--- src/rtl/sensor_seq_pkg.sv ---
// Shared definitions for the sensor power sequencer: state codes and
// the width of the saturating lock-loss counter.
package sensor_seq_pkg;

  localparam int STATE_W = 4;
  localparam int LLC_W   = 4;

  typedef enum logic [STATE_W-1:0] {
    ST_IDLE      = 4'd0,
    ST_WAIT_LOCK = 4'd1,
    ST_DVDD      = 4'd2,
    ST_AVDD      = 4'd3,
    ST_PIX       = 4'd4,
    ST_CLK_ON    = 4'd5,
    ST_RST_REL   = 4'd6,
    ST_CFG       = 4'd7,
    ST_RUN       = 4'd8,
    ST_PWR_DN    = 4'd9,
    ST_FAULT     = 4'd10
  } seq_state_t;

  localparam logic [LLC_W-1:0] LLC_MAX = '1;

endpackage

--- src/rtl/sensor_pwr_seq_sync_2ff.sv ---
// Single-bit two-flop synchroniser for asynchronous status inputs.
// Both stages clear on reset so the synchronised level starts low.
module sync_2ff (
  input  logic clk,
  input  logic rst,
  input  logic d,
  output logic q
);

  logic meta;

  // Two back-to-back flops give metastability time to resolve
  always_ff @(posedge clk or posedge rst) begin
    if (rst) begin
      meta <= 1'b0;
      q    <= 1'b0;
    end else begin
      meta <= d;
      q    <= meta;
    end
  end

endmodule

--- src/rtl/sensor_pwr_seq.sv ---
// Image sensor power sequencer: waits for a stable PLL lock, brings up
// the rails, clock and reset in order, hands off to the register loader
// and shuts everything down in reverse on lock loss, disable or timeout.
module sensor_pwr_seq
  import sensor_seq_pkg::*;
#(
  parameter int T_LOCK_STABLE = 1000,
  parameter int T_PWR         = 5000,
  parameter int T_CLK         = 100,
  parameter int T_RST         = 2000,
  parameter int T_CFG_TO      = 1000000,
  parameter int CNT_W         = 20
) (
  input  logic             clk_sys,
  input  logic             rst_sys,
  input  logic             pll_locked,
  input  logic             en,
  input  logic             cfg_done,
  output logic             dvdd_en,
  output logic             avdd_en,
  output logic             pix_en,
  output logic             clk_sensor_en,
  output logic             sensor_rst_n,
  output logic             cfg_start,
  output logic             ready,
  output logic             fault,
  output logic [LLC_W-1:0] lock_loss_cnt,
  output logic [3:0]       state
);

  localparam logic [CNT_W-1:0] CNT_ONE   = CNT_W'(1);
  localparam logic [CNT_W-1:0] LOCK_LAST = CNT_W'(T_LOCK_STABLE - 1);
  localparam logic [CNT_W-1:0] PWR_LAST  = CNT_W'(T_PWR - 1);
  localparam logic [CNT_W-1:0] CLK_LAST  = CNT_W'(T_CLK - 1);
  localparam logic [CNT_W-1:0] RST_LAST  = CNT_W'(T_RST - 1);
  localparam logic [CNT_W-1:0] CFG_LAST  = CNT_W'(T_CFG_TO - 1);

  seq_state_t       state_q, state_d;
  logic [CNT_W-1:0] cnt_q, cnt_d;
  logic [1:0]       phase_q, phase_d;
  logic             fault_pend_q, fault_pend_d;
  logic [LLC_W-1:0] llc_q, llc_d;
  logic             lock_s;
  logic             powered_up;
  logic dvdd_d, avdd_d, pix_d, clk_d, rst_n_d, cfg_start_d, ready_d, fault_d;

  sync_2ff u_lock_sync (
    .clk (clk_sys),
    .rst (rst_sys),
    .d   (pll_locked),
    .q   (lock_s)
  );

  assign powered_up = (state_q >= ST_DVDD) && (state_q <= ST_RUN);

  // Next-state, delay counter, shutdown phase, fault flag and lock-loss count
  always_comb begin
    state_d      = state_q;
    cnt_d        = cnt_q + CNT_ONE;
    phase_d      = phase_q;
    fault_pend_d = fault_pend_q;
    llc_d        = llc_q;
    case (state_q)
      ST_IDLE: begin
        cnt_d = '0;
        if (en) state_d = ST_WAIT_LOCK;
      end
      ST_WAIT_LOCK: begin
        if (!en)                    state_d = ST_IDLE;
        else if (!lock_s)           cnt_d   = '0;
        else if (cnt_q == LOCK_LAST) state_d = ST_DVDD;
      end
      ST_DVDD:    if (cnt_q == PWR_LAST) state_d = ST_AVDD;
      ST_AVDD:    if (cnt_q == PWR_LAST) state_d = ST_PIX;
      ST_PIX:     if (cnt_q == CLK_LAST) state_d = ST_CLK_ON;
      ST_CLK_ON:  if (cnt_q == RST_LAST) state_d = ST_RST_REL;
      ST_RST_REL: state_d = ST_CFG;
      ST_CFG: begin
        if (cfg_done) begin
          state_d = ST_RUN;
        end else if (cnt_q == CFG_LAST) begin
          state_d      = ST_PWR_DN;
          fault_pend_d = 1'b1;
        end
      end
      ST_RUN: cnt_d = '0;
      ST_PWR_DN: begin
        case (phase_q)
          2'd0: if (cnt_q == CLK_LAST) begin phase_d = 2'd1; cnt_d = '0; end
          2'd1: if (cnt_q == PWR_LAST) begin phase_d = 2'd2; cnt_d = '0; end
          default: begin
            if (cnt_q == PWR_LAST) begin
              if (fault_pend_q) state_d = ST_FAULT;
              else if (en)      state_d = ST_WAIT_LOCK;
              else              state_d = ST_IDLE;
            end
          end
        endcase
      end
      ST_FAULT: begin
        cnt_d = '0;
        if (!en) begin
          state_d      = ST_IDLE;
          fault_pend_d = 1'b0;
        end
      end
      default: state_d = ST_IDLE;
    endcase
    if (powered_up && (!lock_s || !en)) begin
      state_d      = ST_PWR_DN;
      fault_pend_d = fault_pend_q;
      if (!lock_s && (llc_q != LLC_MAX)) llc_d = llc_q + LLC_W'(1);
    end
    if (state_d != state_q) begin
      cnt_d   = '0;
      phase_d = '0;
    end
  end

  // Output values for the coming state so outputs switch with the state register
  always_comb begin
    dvdd_d      = 1'b0;
    avdd_d      = 1'b0;
    pix_d       = 1'b0;
    clk_d       = 1'b0;
    rst_n_d     = 1'b0;
    cfg_start_d = 1'b0;
    ready_d     = 1'b0;
    fault_d     = 1'b0;
    case (state_d)
      ST_DVDD:    dvdd_d = 1'b1;
      ST_AVDD:    begin dvdd_d = 1'b1; avdd_d = 1'b1; end
      ST_PIX:     begin dvdd_d = 1'b1; avdd_d = 1'b1; pix_d = 1'b1; end
      ST_CLK_ON:  begin dvdd_d = 1'b1; avdd_d = 1'b1; pix_d = 1'b1; clk_d = 1'b1; end
      ST_RST_REL, ST_CFG, ST_RUN: begin
        dvdd_d      = 1'b1;
        avdd_d      = 1'b1;
        pix_d       = 1'b1;
        clk_d       = 1'b1;
        rst_n_d     = 1'b1;
        cfg_start_d = (state_d == ST_CFG) && (state_q != ST_CFG);
        ready_d     = (state_d == ST_RUN);
      end
      ST_PWR_DN: begin
        pix_d  = pix_en && (phase_d == 2'd0);
        avdd_d = avdd_en && (phase_d != 2'd2);
        dvdd_d = dvdd_en;
      end
      ST_FAULT: fault_d = 1'b1;
      default:  ;
    endcase
  end

  // State, counters and registered outputs; reset drops every rail at once
  always_ff @(posedge clk_sys or posedge rst_sys) begin
    if (rst_sys) begin
      state_q       <= ST_IDLE;
      cnt_q         <= '0;
      phase_q       <= '0;
      fault_pend_q  <= 1'b0;
      llc_q         <= '0;
      dvdd_en       <= 1'b0;
      avdd_en       <= 1'b0;
      pix_en        <= 1'b0;
      clk_sensor_en <= 1'b0;
      sensor_rst_n  <= 1'b0;
      cfg_start     <= 1'b0;
      ready         <= 1'b0;
      fault         <= 1'b0;
    end else begin
      state_q       <= state_d;
      cnt_q         <= cnt_d;
      phase_q       <= phase_d;
      fault_pend_q  <= fault_pend_d;
      llc_q         <= llc_d;
      dvdd_en       <= dvdd_d;
      avdd_en       <= avdd_d;
      pix_en        <= pix_d;
      clk_sensor_en <= clk_d;
      sensor_rst_n  <= rst_n_d;
      cfg_start     <= cfg_start_d;
      ready         <= ready_d;
      fault         <= fault_d;
    end
  end

  assign state         = state_q;
  assign lock_loss_cnt = llc_q;

endmodule

--- config.mk ---
export PLATFORM = sky130hd
export DESIGN_NAME = sensor_pwr_seq
export DESIGN_NICKNAME = d
export VERILOG_FILES = /design/src/rtl/sensor_seq_pkg.sv /design/src/rtl/sensor_pwr_seq_sync_2ff.sv /design/src/rtl/sensor_pwr_seq.sv
export SDC_FILE = /design/constraint.sdc
export NUM_CORES = 1
export LEC_CHECK = 0
export CAP_MARGIN = 0
export CORE_MARGIN = 1
export CORE_UTILIZATION = 47
export DETAILED_ROUTE_END_ITERATION = 8
export PLACE_DENSITY_LB_ADDON = 0.08
export SYNTH_ARGS = -nofsm -noshare
export SYNTH_HDL_FRONTEND = slang
export SYNTH_HIERARCHICAL = 1
export SYNTH_SLANG_ARGS = --single-unit
--- constraint.sdc ---
create_clock -name clk_sys -period 4.85 [get_ports clk_sys]
set_input_delay 0.97 -clock clk_sys [delete_from_list [all_inputs] [get_ports clk_sys]]
set_output_delay 0.97 -clock clk_sys [all_outputs]
set_load 0.005 [all_outputs]
# After elaboration in Yosys (flattened, before gate mapping)
# Index checks and enable logic that the tools add are counted.
[word_totals] reg_bits=41 input_bits=5 wordCells=115
[classes] order_cmp=2 muxes=41 add_sub_neg=2 n_bitwise=1 n_reduce_logical=22 eq_ne=32
[op_table] op="two-way mux 20 bit" count=5
[op_table] op="two-way mux 4 bit" count=15
[op_table] op="one-hot mux 20 bit (3 select lines)" count=1
[op_table] op="one-hot mux 4 bit (11 select lines)" count=1
[op_table] op="one-hot mux 20 bit (2 select lines)" count=1
[op_table] op="== test 4 x 3 -> 1 bit (second input constant)" count=8
[op_table] op="== test 4 bit (second input constant)" count=6
[op_table] op="adder 20 x 1 -> 20 bit (second input constant)" count=1
[op_table] op="== test 20 x 10 -> 1 bit (second input constant)" count=1
[op_table] op="== test 20 x 11 -> 1 bit (second input constant)" count=1
[op_table] op="== test 20 x 13 -> 1 bit (second input constant)" count=1
[op_table] op="== test 20 bit (second input constant)" count=1
[op_table] op="== test 20 x 7 -> 1 bit (second input constant)" count=1
[op_table] op="== test 4 x 2 -> 1 bit (second input constant)" count=4
[op_table] op="two-way mux 1 bit" count=9
[op_table] op="two-way mux 2 bit" count=4
[op_table] op="inequality test 2 bit (second input constant)" count=4
[op_table] op="one-hot mux 1 bit (2 select lines)" count=4
[op_table] op="OR reduction 7 bit" count=1
[op_table] op="logical AND 1 bit" count=6
[op_table] op="OR reduction 3 bit" count=2
[op_table] op="OR reduction 6 bit" count=1
[op_table] op="AND reduction 5 bit" count=1
[op_table] op="OR reduction 5 bit" count=1
[op_table] op="18 further kinds" count=20

# Logic depth before layout (Yosys ltp)
# Gate-level depths: netlist of the first run.
[logic_depth] ltp_word=11 mapped_depth=11 depth_no_buf=9

# Hierarchy
# Netlist of the first run, hierarchy kept.
[by_module_without_submodules] mod="sensor_pwr_seq" area_each_um2=2438.6 instances=1 cells_each=261
[by_module_without_submodules] mod="sync_2ff" area_each_um2=53.8 instances=1 cells_each=3

# Worst setup path after synthesis of the first run
# Ideal clock, no wire load.
[synth_timing] kind="register -> register" start="register cnt_q[11]" end="register cnt_q[11]" path_stages_with_launch=10 setup_slack_ns=2.377 arrival_time_ns=2.354 n_path_buf=1 path_cell_list="dfrtp_1 -> or4_1 -> or3_1 -> nand3b_4 -> o211a_4 -> clkinv_2 -> mux2_4 -> o221ai_2 -> buf_6 -> nor2_2"
[synth_between] elab_chain_len=8 elab_cells_between_ends=27
[synth_lines] element="start: declaration" line_no="sensor_pwr_seq.sv:39" text="logic [CNT_W-1:0] cnt_q, cnt_d;"
[synth_lines] element="start signal: assignment" line_no="sensor_pwr_seq.sv:172" text="cnt_q <= cnt_d;"
[synth_lines] element="== test 20 x 10 -> 1 bit" line_no="sensor_pwr_seq.sv:71" text="else if (cnt_q == LOCK_LAST) state_d = ST_DVDD;"
[synth_lines] element="two-way mux 4 bit" line_no="sensor_pwr_seq.sv:71"
[synth_lines] element="two-way mux 4 bit" line_no="sensor_pwr_seq.sv:70" text="else if (!lock_s) cnt_d = '0;"
[synth_lines] element="two-way mux 4 bit" line_no="sensor_pwr_seq.sv:69" text="if (!en) state_d = ST_IDLE;"
[synth_lines] element="one-hot mux 4 bit (11 select lines) (*)" line_no="sensor_pwr_seq.sv:63" text="case (state_q)"
[synth_lines] element="two-way mux 4 bit (*)" line_no="sensor_pwr_seq.sv:109" text="if (powered_up && (!lock_s || !en)) begin"
[synth_lines] element="net state_d[3]" line_no="sensor_pwr_seq.sv:38" text="seq_state_t state_q, state_d;"
[synth_lines] element="inequality test 4 bit (*)" line_no="sensor_pwr_seq.sv:114" text="if (state_d != state_q) begin"
[synth_lines] element="two-way mux 20 bit (*)" line_no="sensor_pwr_seq.sv:114"
[synth_lines] element="net cnt_d[11]" line_no="sensor_pwr_seq.sv:39"
# The timed path passes the listed nets; every way through them passes the cells marked *.
# A chain may end at the register's enable or synchronous reset.

# Worst setup path after layout of the first run
[layout_timing] start="input port en" end="register cnt_q[16]"
[layout_between] elab_cells_between_ends=16
[layout_lines] element="start: declaration" line_no="sensor_pwr_seq.sv:17" text="input logic en,"
[layout_lines] element="branches (longest 3 deep; another with one-hot mux 4 bit (11 select lines))"
[layout_lines] element="two-way mux 4 bit (*)" line_no="sensor_pwr_seq.sv:109"
[layout_lines] element="net state_d[3]" line_no="sensor_pwr_seq.sv:38"
[layout_lines] element="inequality test 4 bit (*)" line_no="sensor_pwr_seq.sv:114"
[layout_lines] element="two-way mux 20 bit (*)" line_no="sensor_pwr_seq.sv:114"
[layout_lines] element="net cnt_d[16]" line_no="sensor_pwr_seq.sv:39"
# Mark *: on every way through the listed nets, which the timed path passes.

==> results.md, run 1 <==
- CP Capture Type: flip-flop
- Remaining antenna violation count: 0
- Starting density of the core: 48.8%
- Final setup TNS: 0 ps
- Layout area overhead: 14.2%
- Synth Instances: 264
- Delay-heaviest family, CP: buffers and inverters
- Setup Buffers After CTS: 0
- Overall Global Routing Usage: 21.9%
- Ys async rst share: 100%
- Worst skew pair latency: 300 ps
- CORE AREA: 5110 µm²
- DP HPWL: 3850 µm
- Largest family of logic cells by synthesized area: simple AND/OR/NAND/NOR gates
- Mapped Nets: 271
- Largest net degree at the start of global routing: 40
- Critical path's largest stage delay: 580 ps
- Final antenna diode count: 0
- Startpoint types: input port
- Top FF cell, synth: dfrtp_1
- Mux contribution to synthesized area: 2.26%
- Hold Buf Count CTS: 0
- Avg Synthesized Cell Area: 9.44 µm²
- Max Clk Rate: 0.332 GHz
- Fill cells: 495
- DR pass1 iterations: 4
- Leading post-synthesis cells by cell area: dfrtp_1, nor2_2, xor2_1
- Setup-failing EPs final: 0
- Outcome: complete, no violations
- Die height: 74.8 µm
- Pins over their slew limit: 0
- Adder-cell share of the synthesized area: 1.00%
- Max-cap violation count: 0
- Period utilization: 62.0%
- Antenna violations before repair: 0
- Vias per Instance: 5.60
- FF+latch count, synth: 41
- Share of layout cells above drive strength 1: 19.2%
- Simple-gate portion of the synthesized area: 28.6%
- Top Ports: 21
- Cells along the critical path: clkdlybuf4s50_1 -> a21oi_1 -> a221oi_1 -> o211a_4 -> clkinv_2 -> mux2_4 -> o221ai_2 -> buf_4 -> nor2_2
- Row cnt: 26
- Root Buffer: clkbuf_8
- Post_cts resized: 0
- Syn Std Cell Area: 2490 µm²
- Initial DRC Count: 130
- Placer Congestion: 0.901
- Vias in the first global route: 1878
- Xor-xnor portion of the synthesized cell area: 7.38%
- Post-synth EDFFs: 0
- CTS buffer count: 5
- Die footprint: 5600 µm²
- Pwr/cell area: 226 nW/µm²
- Final Hold Fails: 0
- CTS Sinks: 41
- Crit-path max FO: 20
- Clk buf depth: 2
- CTS clk-pin slew, worst paths: 80 ps
- Maximum VDD drop: 0.166 mV
- Post-synthesis compound-gate area fraction: 14.4%
- RSZ-0062 raised after global routing: no
- H-tree lvl count: 2
- CTS tree: done
- Clk_skew: 4.45 ps
- Input/output buffers: 20
- Worst Path Buf+Inv: 3
- Post-synth top area cell: dfrtp_1
- Total gr overflow: 0
- NumNets Final: 292
- DRT Wirelength: 5400 µm
- Via count: 1993
- Top cells by count, synth: dfrtp_1, nand2_1, nor2_2
- Multi-input combinational cell area: 1340 µm²
- Slew HR: 54.3%
- Wire per inst: 15.2 µm
- Syn. warnings: 6
- Post-synth cell types: 60
- Register area share after synthesis: 41.2%
- First-pass GRT wire length: 9180 µm
- Register area: 1030 µm²
- Design Power: 0.642 mW
- Minimum clock period: 3010 ps
- Die width: 74.8 µm
- DRC: 0
- Worst Path Required: 5030 ps
- Worst slew pin tran: 681 ps
- Hold crit path type: reg -> reg
- Leakage: 1.29 nW
- Most frequent cell after synthesis: dfrtp_1
- Top cell type's share of synthesized area: 41.2%
- WP data arrival: 3190 ps
- Max stage delay cell, worst path: clkdlybuf4s50_1
- Crit path kind: in -> reg
-- routing by layer --
layer	GRT usage, %	vias to the layer above	wire (µm)
li1	-	978	-
met1	30.1	965	2520
met2	35.2	44	2610
met3	4.82	6	232
met4	5.66	0	44
met5	0	-	0
-- cell families (layout without fill, tap and decap cells) --
| logic type | Yosys count | in the layout |
|---|---|---|
| simple gates | 123 | 123 |
| buf+inv | 25 | 47 |
| compound gates | 47 | 47 |
| xor+xnor | 21 | 21 |
| flops | 41 | 41 |
| fa+ha+maj | 2 | 2 |
| mux | 5 | 5 |
-- layout by cell type, fill, tap and decap left out, drive strengths merged, types with 5 or more instances in the layout --
cell type,instances
clkbuf,5
a21oi,10
xor2,11
clkdlybuf4s50,20
inv,16
xnor2,10
and3,6
o21ai,9
dfrtp,41
nor2,39
nand3,19
nor3,7
nand2,24
-- where the power goes --
group / total [mW] / internal (mW) / switching (mW)
Sequential: 0.343 / 0.342 / 0.000747
Clock: 0.284 / 0.154 / 0.130
Combinational: 0.0151 / 0.00500 / 0.0101
Total: 0.642 / 0.502 / 0.141
-- final cells by class --
| cell class | instances | share of cell area, % |
|---|---|---|
| Tap cell | 70 | 3.08 |
| Clock buffer | 5 | 2.42 |
| Multi-Input combinational cell | 198 | 46.9 |
| Timing Repair Buffer | 23 | 7.82 |
| Clock inverter | 3 | 1.54 |
| Inverter | 16 | 2.15 |
| Sequential cell | 41 | 36.0 |
-- registers in the layout, summed over array words and instances (netlist names), 2 cells and up --
| register | count |
|---|---|
| cnt_q | 20 |
| lock_loss_cnt | 4 |
| state | 4 |
| phase_q | 2 |
-- per-stage QoR --
step / area (µm²) / util, % / setup slack, ps / std cells / hold WS, ps
global placement: 2730 / 53.5 / 1540 / 348 / 333
floorplan: 2490 / - / 2380 / 264 / 331
detailed placement: 2730 / 53.5 / 1530 / 348 / 335
CTS: 2850 / 55.7 / 1850 / 356 / 354
global route: 2850 / 55.7 / 1720 / 356 / 375
finish: 2850 / 55.7 / 1840 / 356 / 354
-- worst reg2reg max path: stages, from the launching register on --
cell and delay [ps]:
dfrtp_1 440, nor4_2 380, nand4_2 320, o41ai_2 490, o211a_4 260, clkinv_2 100, mux2_4 310, o221ai_2 60
buf_4 350, nor2_2 90
-- path summary, 6_finish.rpt --
check,start,to,slack [ps],cells past startpoint
max,en,cnt_q[16],1840,9
min in group asynchronous,rst_sys,u_lock_sync/meta,830,2
min,u_lock_sync/meta,u_lock_sync/q,350,0
max in group asynchronous,rst_sys,fault,3410,3
min reg2reg,u_lock_sync/meta,u_lock_sync/q,350,0
max reg2reg,cnt_q[15],cnt_q[16],1950,9
Power figures use the tool's default switching activity.
==> inputs of run 2 (changes only) <==
==> constraint.sdc (replaced) <==
create_clock -name clk_sys -period 2.7 [get_ports clk_sys]
set_input_delay 0.54 -clock clk_sys [delete_from_list [all_inputs] [get_ports clk_sys]]
set_output_delay 0.54 -clock clk_sys [all_outputs]
set_load 0.005 [all_outputs]
==> run 2 against run 1 <==
Net effect:
- global-route usage up 0.49 points
- register-to-register slack worse by 1800 ps
- clock power rose by 40%
- die area is the same
- setup slack worse by 1700 ps
- sequential power grew 80%
- combinational power rose by 100%
- critical endpoint is now cnt_q[19]
==> results.md, run 2 (same netlist as run 1, synthesis figures left out) <==
- Row cnt: 26 (unchanged)
- Outcome: complete, no violations (unchanged)
- NumNets Final: 324 (was 292)
- Final setup TNS: 0 ps (unchanged)
- Crit. path cell count: 9 (unchanged)
- Worst slew pin tran: 484 ps (was 681 ps)
- Wire per inst: 14.5 µm (was 15.2 µm)
- Cells along the critical path: or4_1 -> or3_1 -> nand3b_4 -> o211a_4 -> clkinv_2 -> mux2_4 -> o221ai_2 -> buf_4 -> nor2_2 (was clkdlybuf4s50_1 -> a21oi_1 -> a221oi_1 -> o211a_4 -> clkinv_2 -> mux2_4 -> o221ai_2 -> buf_4 -> nor2_2)
- Top Ports: 21 (unchanged)
- Reg2reg end: cnt_q[19] (was cnt_q[16])
- Design Power: 1.04 mW (was 0.642 mW)
- Die footprint: 5600 µm² (unchanged)
- Remaining antenna violation count: 0 (unchanged)
- Minimum clock period: 2600 ps
- RSZ-0062 raised after global routing: no (unchanged)
- Placer Congestion: 0.868 (was 0.901)
- Vias per Instance: 5.40 (was 5.60)
- Max Clk Rate: 0.385 GHz
- Die width: 74.8 µm (unchanged)
- Crit path kind: reg -> reg (was in -> reg)
- Largest net degree at the start of global routing: 40 (unchanged)
- WP data arrival: 2780 ps (was 3190 ps)
- Worst R2R Start: cnt_q[10] (was cnt_q[15])
- Layout area overhead: 23.5% (was 14.2%)
- CTS tree: done (unchanged)
- Setup Buffers After CTS: 0 (unchanged)
- H-tree lvl count: 2 (unchanged)
- End of the critical path: cnt_q[19] (was cnt_q[16])
- Max stage delay cell, worst path: or4_1 (was clkdlybuf4s50_1)
- Crit-path max FO: 6 (was 20)
- Clk_skew: 10.1 ps (was 4.45 ps)
- Input/output buffers: 20 (unchanged)
- CTS buffer count: 5 (unchanged)
- Via count: 2094 (was 1993)
- Max reg flops: 20 (unchanged)
- DP HPWL: 4260 µm (was 3850 µm)
- Final core utilization: 60.3% (was 55.7%)
- Worst Path Buf+Inv: 2 (was 3)
- First-pass GRT wire length: 9290 µm (was 9180 µm)
- CTS Sinks: 41 (unchanged)
- Cell Area, Placed: 2990 µm² (was 2730 µm²)
- Root Buffer: clkbuf_8 (unchanged)
- Post-route cell area: 3080 µm² (was 2850 µm²)
- CP startpoint: cnt_q[10] (was en)
- Hold Buf Count CTS: 0 (unchanged)
- Post_cts resized: 0 (unchanged)
- Die height: 74.8 µm (unchanged)
- Total gr overflow: 0 (unchanged)
- Most frequent cells in the layout: dfrtp_1, buf_4, nand2_1 (was dfrtp_1, nand2_1, nor2_2, clkdlybuf4s50_1, nor2_1)
- Maximum VDD drop: 0.266 mV (was 0.166 mV)
- Worst skew pair latency: 300 ps (about the same)
- Commonest non-fill, non-tap cell in the layout: dfrtp_1 (unchanged)
- DR pass1 iterations: 4 (unchanged)
- Setup-failing EPs final: 0 (unchanged)
- CTS clk-pin slew, worst paths: 80 ps (about the same)
- Pwr/cell area: 339 nW/µm² (was 226 nW/µm²)
- Worst Path Required: 2890 ps (was 5030 ps)
- Overall Global Routing Usage: 22.4% (was 21.9%)
- CP Capture Type: flip-flop (unchanged)
- Pins over their slew limit: 0 (unchanged)
- Startpoint types: flip-flop (was input port)
- Starting density of the core: 48.8% (unchanged)
- Slack of the worst reg-to-reg path: 100 ps (was 1950 ps)
- Hold slack: 353 ps (was 354 ps)
- Critical path's largest stage delay: 550 ps (was 580 ps)
- Share of layout cells above drive strength 1: 27.7% (was 19.2%)
- DRT Wirelength: 5610 µm (was 5400 µm)
- Clk buf depth: 2 (unchanged)
- Antenna violations before repair: 0 (unchanged)
- Period utilization: 96.2%
- Final antenna diode count: 0 (unchanged)
- DRC: 0 (unchanged)
- Hold crit path type: reg -> reg (unchanged)
- CORE AREA: 5110 µm² (unchanged)
- Initial DRC Count: 166 (was 130)
- Top reg by flops: cnt_q (unchanged)
- Reg2reg path depth: 9 (unchanged)
- Vias in the first global route: 1902 (was 1878)
- Slew HR: 67.7% (was 54.3%)
- Max-cap violation count: 0 (unchanged)
- Final Hold Fails: 0 (unchanged)
- Delay-heaviest family, CP: simple AND/OR/NAND/NOR gates (was buffers and inverters)
- Leakage: 1.43 nW (was 1.29 nW)
-- run 2: per-stage QoR --
stage	worst slack, ps	std cells
finish	103	388
global route	1.05	388
CTS	96.1	388
detailed placement	-59.8	380
global placement	-2.70	380
floorplan	227	264
-- run 2: power by group --
part	internal (mW)	switching [mW]	total, mW
clock network	0.178	0.219	0.398
logic	0.0117	0.0188	0.0304
registers	0.615	0.00120	0.616
-- run 2: how the worst min path moves through the flow --
| stage | startpoint | end | slack [ps] | cells after the start |
|---|---|---|---|---|
| 3_3_place_gp | u_lock_sync/meta | u_lock_sync/q | 330 | 0 |
| 2_1_floorplan | rst_sys | u_lock_sync/meta | 280 | 1 |
| 3_5_place_dp | u_lock_sync/meta | u_lock_sync/q | 340 | 0 |
| 6_report | u_lock_sync/meta | u_lock_sync/q | 350 | 0 |
| 5_1_grt | u_lock_sync/meta | u_lock_sync/q | 360 | 0 |
| 4_1_cts | u_lock_sync/meta | u_lock_sync/q | 360 | 0 |
-- run 2: layout make-up --
cell class              instances  area (µm²)
fillers                       459        2030
multi-input cells             198        1340
flip-flops and latches         41        1030
repair buffers                 55         475
well taps                      70        87.6
clock buffers                   5        68.8
inverters                      16        61.3
clock inverters                 3        17.5
-- run 2: routing by layer --
layer | up-vias | track usage [%] | wire, µm
li1 | 1038 | - | -
met1 | 1001 | 30.4 | 2620
met2 | 46 | 36.7 | 2690
met3 | 9 | 4.02 | 205
met4 | 0 | 6.71 | 86
met5 | - | 0 | 0
==> inputs of run 3 (changes only) <==
--- a/config.mk
+++ b/config.mk
@@ -9,7 +9,9 @@
 export CORE_MARGIN = 1
 export CORE_UTILIZATION = 47
 export DETAILED_ROUTE_END_ITERATION = 8
+export HOLD_SLACK_MARGIN = 0.12
 export PLACE_DENSITY_LB_ADDON = 0.08
+export SKIP_LAST_GASP = 1
 export SYNTH_ARGS = -nofsm -noshare
 export SYNTH_HDL_FRONTEND = slang
 export SYNTH_HIERARCHICAL = 1
==> results of run 3 <==
No change in the layout: final DEF, timing and power equal those of run 2.
